===== config.mk =====
export PLATFORM = sky130hd
export DESIGN_NAME = debounce_filter
export DESIGN_NICKNAME = d
export VERILOG_FILES = /design/src/rtl/debounce_filter_pkg.sv /design/src/rtl/debounce_filter_sync_2ff.sv /design/src/rtl/debounce_filter.sv
export SDC_FILE = /design/constraint.sdc
export NUM_CORES = 1
export LEC_CHECK = 0
export ABC_AREA = 0
export CELL_PAD_IN_SITES_DETAIL_PLACEMENT = 2
export CELL_PAD_IN_SITES_GLOBAL_PLACEMENT = 2
export CORE_AREA = 2 2 39 41
export CTS_CLUSTER_SIZE = 10
export DETAILED_ROUTE_END_ITERATION = 8
export DIE_AREA = 0 0 41 43
export HOLD_SLACK_MARGIN = 0.02
export PLACE_DENSITY_LB_ADDON = 0.1
export SYNTH_ARGS = -nofsm -noshare
export SYNTH_HDL_FRONTEND = slang
export SYNTH_HIERARCHICAL = 1
export SYNTH_SLANG_ARGS = --single-unit

===== constraint.sdc =====
create_clock -name clk -period 1.1 [get_ports clk]
set_clock_uncertainty 0.05 [all_clocks]
set_input_delay 0.275 -clock clk [delete_from_list [all_inputs] [get_ports clk]]
set_output_delay 0.275 -clock clk [all_outputs]
set_load 0.05 [all_outputs]

===== src/rtl/debounce_filter_pkg.sv =====
// Shared FSM encodings and defaults for the debounce filter.
package debounce_filter_pkg;

  typedef enum logic [1:0] {
    IDLE_LOW  = 2'd0,
    WAIT_HIGH = 2'd1,
    IDLE_HIGH = 2'd2,
    WAIT_LOW  = 2'd3
  } db_state_t;

  localparam int DEFAULT_DEBOUNCE_CYCLES = 4;

endpackage


===== src/rtl/debounce_filter_sync_2ff.sv =====
// Two-flop synchronizer bringing the raw button level into the clk domain.
// Both flops reset to RESET_LEVEL so the filter sees a settled level after reset.
module sync_2ff #(
  parameter logic RESET_LEVEL = 1'b0
) (
  input  logic clk,
  input  logic rst,
  input  logic d,
  output logic q
);

  logic meta;

  always_ff @(posedge clk) begin
    if (rst) begin
      meta <= RESET_LEVEL;
      q    <= RESET_LEVEL;
    end else begin
      meta <= d;
      q    <= meta;
    end
  end

endmodule


===== src/rtl/debounce_filter.sv =====
// Debounces a bouncy button: optional 2-flop synchronizer (DEBOUNCE_SYNC_EN) feeding a
// four-state FSM that requires DEBOUNCE_CYCLES consecutive equal samples to change btn_db.
module debounce_filter
  import debounce_filter_pkg::*;
#(
  parameter int   DEBOUNCE_CYCLES = DEFAULT_DEBOUNCE_CYCLES,
  parameter logic RESET_LEVEL     = 1'b0,
  parameter int   CNT_W           = $clog2(DEBOUNCE_CYCLES)
) (
  input  logic clk,
  input  logic rst,
  input  logic btn_in,
  output logic btn_db,
  output logic bouncing
);

  localparam logic [CNT_W-1:0] TERM_CNT  = CNT_W'(DEBOUNCE_CYCLES - 1);
  localparam logic [CNT_W-1:0] ONE_CNT   = CNT_W'(1);
  localparam db_state_t        RST_STATE = RESET_LEVEL ? IDLE_HIGH : IDLE_LOW;

  logic             s;
  db_state_t        state, state_nxt;
  logic [CNT_W-1:0] cnt, cnt_nxt;
  logic             db_nxt;

`ifdef DEBOUNCE_SYNC_EN
  sync_2ff #(.RESET_LEVEL(RESET_LEVEL)) u_sync (
    .clk (clk),
    .rst (rst),
    .d   (btn_in),
    .q   (s)
  );
`else
  assign s = btn_in;
`endif

  always_ff @(posedge clk) begin
    if (rst) begin
      state  <= RST_STATE;
      cnt    <= '0;
      btn_db <= RESET_LEVEL;
    end else begin
      state  <= state_nxt;
      cnt    <= cnt_nxt;
      btn_db <= db_nxt;
    end
  end

  // A reversal of s inside a WAIT state is checked before terminal count,
  // so the sample on the terminal edge decides the outcome.
  always_comb begin
    state_nxt = state;
    cnt_nxt   = cnt;
    db_nxt    = btn_db;
    case (state)
      IDLE_LOW: begin
        if (s) begin
          state_nxt = WAIT_HIGH;
          cnt_nxt   = ONE_CNT;
        end else begin
          cnt_nxt = '0;
        end
      end
      WAIT_HIGH: begin
        if (!s) begin
          state_nxt = IDLE_LOW;
          cnt_nxt   = '0;
        end else if (cnt == TERM_CNT) begin
          state_nxt = IDLE_HIGH;
          db_nxt    = 1'b1;
          cnt_nxt   = '0;
        end else begin
          cnt_nxt = cnt + ONE_CNT;
        end
      end
      IDLE_HIGH: begin
        if (!s) begin
          state_nxt = WAIT_LOW;
          cnt_nxt   = ONE_CNT;
        end else begin
          cnt_nxt = '0;
        end
      end
      WAIT_LOW: begin
        if (s) begin
          state_nxt = IDLE_HIGH;
          cnt_nxt   = '0;
        end else if (cnt == TERM_CNT) begin
          state_nxt = IDLE_LOW;
          db_nxt    = 1'b0;
          cnt_nxt   = '0;
        end else begin
          cnt_nxt = cnt + ONE_CNT;
        end
      end
      default: begin
        state_nxt = RST_STATE;
        cnt_nxt   = '0;
      end
    endcase
  end

  assign bouncing = (state == WAIT_HIGH) || (state == WAIT_LOW);

endmodule


==> impl_summary.log, run 1 <==
INFO  metric post_detailed_route_count_of_antenna_violating_nets = 0
INFO  metric placedInstanceArea = 302 um^2
INFO  metric global_route_wire_length_before_repair = 821 um
INFO  metric holdCritPathClass = in2reg
INFO  metric core = 1380 um^2
INFO  metric critical-path-slowest-cell = dfxtp_2
INFO  metric cts_buffer_depth = 2
INFO  metric critical_path.n_buffers_inverters = 1
INFO  metric largest_net_degree_at_the_start_of_global_routing = 7
INFO  metric detailed_place_hpwl = 400 um
INFO  metric fillers = 155
INFO  metric antennaDiodeCount = 0
INFO  metric power.density = 1350 nW/um^2
INFO  metric drc = 0
INFO  metric post_route_cells_drive_above_1_share = 46.9%
INFO  metric maxSlewViolCount = 0
INFO  metric seq_area_frac_synth = 47.1%
INFO  metric worst-slew-pin-transition = 0.329 ns
INFO  metric area.sequential = 108 um^2
INFO  metric antenna_found_initial = 0
INFO  metric synthCells = 22
INFO  metric finalHoldViolations = 0
INFO  metric run_status = finished clean
INFO  metric syn_avg_cell_area = 9.67 um^2
INFO  metric drt_iter0_markers = 3
INFO  metric start_util = 15.4%
INFO  metric postSynthNetCount = 26
INFO  metric multi_input_comb_area = 113 um^2
INFO  metric wl_per_cell = 11.5 um
INFO  metric worst_path_largest_cell_delay = 0.36 ns
INFO  metric synth_area_leaders = dfxtp_1 (47%), ha_1 (5.9%), a21bo_2 (4.7%)
INFO  metric rsz0062_at_grt = no
INFO  metric grt_pass1_vias = 209
INFO  metric clkSinkCount = 5
INFO  metric postSynthRegisterBits = 5
INFO  metric area_growth_syn_to_layout = 68.8%
INFO  metric p_leak = 0.138 nW
INFO  metric syn_area = 213 um^2
INFO  metric number_of_synthesis_warnings = 6
INFO  metric stdcell_area = 359 um^2
INFO  metric via_per_inst = 4.29
INFO  metric crit_path_cell_trace = buf_12
INFO  metric crit_type = reg2out
INFO  metric drt_pass1_iterations = 2
INFO  metric global_route.overflow_total = 0
INFO  metric fin_nets = 37
INFO  metric routed-via-count = 206
INFO  metric wl_met1 = 249 um
INFO  metric library_cells_used_by_synthesis = 17
INFO  metric synth_top_cell_area_share = 47.1%
INFO  metric cts_made_buffers = 3
INFO  metric final_cycle_share = 97.0%
INFO  metric critPathLaunchType = flop
INFO  metric final_core_utilization = 25.9%
INFO  metric fp.dieH = 43 um
INFO  metric total_power = 0.000484 W
INFO  metric grtUsageTotal = 7.83%
INFO  metric post-synth-top-area-cell = dfxtp_1
INFO  metric cts_root_buffer = clkbuf_4
INFO  metric worstPathMaxFanout = 3
INFO  metric fmaxAchievable = 937 MHz
INFO  metric htree_num_levels = 1
INFO  metric worst_setup_hold_path_clk_slew = 0.05 ns
INFO  metric critical_path.endpoint_type = output pin
INFO  metric top_layer_used = met4
INFO  metric fin_setup_tns = 0 ns
INFO  metric critPathArrivalTime = 0.74 ns
INFO  metric finalSetupViolations = 0
INFO  metric boundaryPins = 5
INFO  metric port_buffers = 4
INFO  metric gp_congestion = 0.642
INFO  metric wl_met3 = 37 um
INFO  metric placementRows = 14
INFO  metric tritoncts = yes
INFO  metric floorplan.die.width = 41 um
INFO  metric final.min_clock_period = 1.07 ns
INFO  metric max_slew_margin = 77.9%
INFO  metric critical_path.top_delay_family = flip-flops
INFO  metric die_area = 1760 um^2
INFO  metric cp_data_required_time = 0.77 ns
INFO  metric detail_route.wirelength = 552 um
INFO  metric finalHoldWorstSlack = 0.462 ns
INFO  metric insertion_delay_of_the_later_clocked_pin_in_the_worst_skew_pair = 0.25 ns
INFO  metric drv_cap = 0
INFO  metric vdd_drop_max = 0.370 mV
INFO  metric dr_wl_met2 = 251 um
[per-stage QoR]
stage          std cells  setup slack, ns
2_1_floorplan         22           0.0350
3_3_place_gp          42           -0.251
3_5_place_dp          42           -0.295
4_1_cts               46         -0.00782
5_1_grt               48          0.00432
6_report              48           0.0325
[routing by layer]
layer  vias to the layer above  global-route usage [%]
met4                         0                    8.00
met1                       100                    8.36
met5                         -                       0
met3                         2                    4.71
met2                         6                    9.69
li1                         98                       -
[what timing repair did]
| action | 4_1_cts | 5_1_grt |
|---|---|---|
| setup endpoints to repair | 3 | 2 |
| hold buffers | 0 | 0 |
| pin swaps | 0 | 2 |
| setup buffers | 0 | 2 |
| resized for setup | 5 | 2 |
[synthesized netlist by cell type]
library cell / instances
a31o_1: 1
a21bo_2: 1
nand2_1: 1
nor3_1: 2
nand3_1: 1
nand3b_1: 1
a21oi_1: 1
inv_1: 1
dfxtp_1: 5
ha_1: 1
a32o_1: 1
clkbuf_2: 1
nor2_1: 1
xnor2_1: 1
a211oi_1: 1
o21a_1: 1
clkbuf_1: 1
[cell type report]
class	count	area share, %
clock buffer	4	7.32
inverter	1	1.05
tap	16	5.57
timing repair buffer	8	24.7
sequential	5	30.0
multi-input combinational	14	31.4
[layout by cell type (no fill, tap or decap), types with 2 or more instances in the layout]
| cell | n |
|---|---|
| buf_12 | 2 |
| buf_4 | 4 |
| clkbuf_4 | 3 |
| dfxtp_2 | 3 |
| nor3_1 | 2 |
[worst paths after layout]
path | endpoint | slack (ns) | cells after the start | startpoint
max | btn_db | 0.03 | 1 | btn_db
min | flop | 0.46 | 3 | btn_in
max reg2reg | btn_db | 0.07 | 3 | state[0]
min reg2reg | cnt[0] | 0.48 | 2 | cnt[0]
[power breakdown]
part / switching (W) / internal [W] / total [W]
clock network: 0.0000845 / 0.000138 / 0.000222
logic: 0.0000308 / 0.0000357 / 0.0000665
registers: 0.00000698 / 0.000188 / 0.000195
[cells by family (layout without fill, tap and decap cells)]
logic type / count (synthesis) / in the layout / share of synthesized area [%]
adder cells (fa/ha/maj): 1 / 1 / 5.88
XOR/XNOR: 1 / 1 / 4.12
buffers and inverters: 3 / 13 / 5.88
flip-flops: 5 / 5 / 47.1
AO/OA/AOI/OAI: 6 / 6 / 22.9
AND/OR/NAND/NOR: 6 / 6 / 14.1
Note: power is estimated with default switching activity, not from simulation.
==> run 2: changes to the inputs <==
==> constraint.sdc (replaced) <==
create_clock -name clk -period 1.3 [get_ports clk]
set_clock_uncertainty 0.05 [all_clocks]
set_input_delay 0.325 -clock clk [delete_from_list [all_inputs] [get_ports clk]]
set_output_delay 0.325 -clock clk [all_outputs]
set_load 0.1 [all_outputs]
==> impl_summary.log, run 2 (synthesized netlist as in run 1, its figures left out) <==
INFO  metric boundaryPins = 5
INFO  metric power.internal = 0.000301 W
INFO  metric fp.dieH = 43 um
INFO  metric grtUsageTotal = 9.13%
INFO  metric rr_endpoint = btn_db
INFO  metric start_util = 15.4%
INFO  metric fillers = 163
INFO  metric p_clk_share = 44.5%
INFO  metric stdcell_area = 320 um^2
INFO  metric largest_net_degree_at_the_start_of_global_routing = 9
INFO  metric wl_per_cell = 11.8 um
INFO  metric reg2regPathDepth = 3
INFO  metric detail_route.wirelength = 532 um
INFO  metric run_status = finished clean
INFO  metric area_growth_syn_to_layout = 50.6%
INFO  metric grt_pass1_vias = 227
INFO  metric final_cycle_share = 95.2%
INFO  metric p_seq_share = 41.3%
INFO  metric fin_nets = 34
INFO  metric tritoncts = yes
INFO  metric antenna_found_initial = 0
INFO  metric fmaxAchievable = 808 MHz
INFO  metric maxSlewViolCount = 0
INFO  metric floorplan.die.width = 41 um
INFO  metric timing.critical_path.from = state[0]
INFO  metric worst_path_largest_cell_delay = 0.42 ns
INFO  metric critical_path.reg2reg.startpoint = cnt[0]
INFO  metric post_route_cells_drive_above_1_share = 31.0%
INFO  metric final.min_clock_period = 1.24 ns
INFO  metric drt_pass1_iterations = 3
INFO  metric worstPathMaxFanout = 8
INFO  metric htree_num_levels = 1
INFO  metric routed-via-count = 190
INFO  metric holdCritPathClass = reg2reg
INFO  metric insertion_delay_of_the_later_clocked_pin_in_the_worst_skew_pair = 0.24 ns
INFO  metric drc = 0
INFO  metric vdd_drop_max = 0.350 mV
INFO  metric netSwitchingPower = 0.000105 W
INFO  metric worst_setup_path_endpoint = bouncing
INFO  metric numPlacedInstances = 41
INFO  metric crit_path_cell_trace = buf_12
INFO  metric multi_input_comb_area = 100 um^2
INFO  metric global_route_wire_length_before_repair = 959 um
INFO  metric post-cts-setup-buffers = 0
INFO  metric grt_util_met3 = 1.57%
INFO  metric max_slew_margin = 81.3%
INFO  metric ff2ff_setup_slack = 0.11 ns
INFO  metric rsz0062_at_grt = no
INFO  metric antennaDiodeCount = 0
INFO  metric critical_path.n_buffers_inverters = 1
INFO  metric cts.hold.buffers_added = 0
INFO  metric placedInstanceArea = 293 um^2
INFO  metric cts_root_buffer = clkbuf_4
INFO  metric worst_setup_hold_path_clk_slew = 0.05 ns
INFO  metric placementRows = 14
INFO  metric post_detailed_route_count_of_antenna_violating_nets = 0
INFO  metric drt_iter0_markers = 2
INFO  metric via_per_inst = 4.22
INFO  metric hold_path_startpoint = state[0]
INFO  metric critical_path.top_delay_family = flip-flops
INFO  metric finalHoldWorstSlack = 0.470 ns
INFO  metric core = 1380 um^2
INFO  metric gr_util_met1 = 8.01%
INFO  metric critPathArrivalTime = 0.86 ns
INFO  metric fin_cells = 45
INFO  metric critPathLaunchType = flop
INFO  metric cts_made_buffers = 3
INFO  metric critical-path-slowest-cell = dfxtp_2
INFO  metric finalHoldViolations = 0
INFO  metric p_leak = 0.123 nW
INFO  metric cp_data_required_time = 0.93 ns
INFO  metric top_usage_layer = met2
INFO  metric global_route.usage.met2 = 14.1%
INFO  metric die_area = 1760 um^2
INFO  metric area.sequential = 103 um^2
INFO  metric critical_path_depth = 1
INFO  metric drv_cap = 0
INFO  metric crit_type = reg2out
INFO  metric cts_buffer_depth = 2
INFO  metric clkSinkCount = 5
INFO  metric gp_congestion = 0.600
INFO  metric worst-slew-pin-transition = 0.279 ns
INFO  metric share_comb_of_total_power = 14.3%
INFO  metric switching_share = 25.9%
INFO  metric finalSetupViolations = 0
INFO  metric power.density = 1270 nW/um^2
INFO  metric critical_path.endpoint_type = output pin
INFO  metric final_cell_mix = dfxtp_1 (3), clkbuf_4 (3)
INFO  metric global_route.overflow_total = 0
INFO  metric port_buffers = 4
[run 2: timing repair]
action,in CTS,in global routing
setup endpoints to repair,1,0
hold endpoints to repair,0,0
gates resized for setup,1,0
[run 2: through the flow]
stage | util [%] | setup TNS [ns] | setup slack, ns | total power (W)
after floorplan | - | 0 | 0.0258 | 0.000202
after global placement | 21.2 | -0.315 | -0.116 | 0.000228
after global routing | 23.1 | 0 | 0.00304 | 0.000434
after detailed placement | 21.2 | -0.325 | -0.139 | 0.000229
after CTS | 23.1 | 0 | 0.0449 | 0.000420
final | 23.1 | 0 | 0.0621 | 0.000406
[run 2: routing by layer]
layer / vias up / part of all wire (%)
met5: - / 0
met4: 0 / 1.5
met3: 2 / 5.6
met2: 4 / 57
met1: 92 / 35
li1: 92 / -
[run 2: how the worst min path moves through the flow]
stage,to,slack (ns),cells past startpoint
floorplan,flop,0.34,1
CTS,cnt[1],0.48,2
global placement,cnt[0],0.46,2
global route,cnt[1],0.51,2
detailed placement,cnt[0],0.47,2
finish,cnt[1],0.47,2
[run 2: cell type report]
cell class	instances	area share, %
multi-input cells	14	31.3
well taps	16	6.25
repair buffers	5	21.1
flip-flops and latches	5	32.0
inverters	1	1.17
clock buffers	4	8.20
[run 2: power by group through the flow]
| stage | Sequential (W) | Combinational, W | Clock [W] |
|---|---|---|---|
| after floorplan | 0.000174 | 0.0000274 | 0 |
| after global placement | 0.000170 | 0.0000581 | 0 |
| after detailed placement | 0.000170 | 0.0000588 | 0 |
| after CTS | 0.000168 | 0.0000592 | 0.000193 |
| after global routing | 0.000169 | 0.0000619 | 0.000203 |
| final | 0.000168 | 0.0000580 | 0.000181 |
==> run 3: changes to the inputs <==
- SLEW_MARGIN: unset -> 20
==> results of run 3 <==
No change in the layout: final DEF, timing and power equal those of run 2.
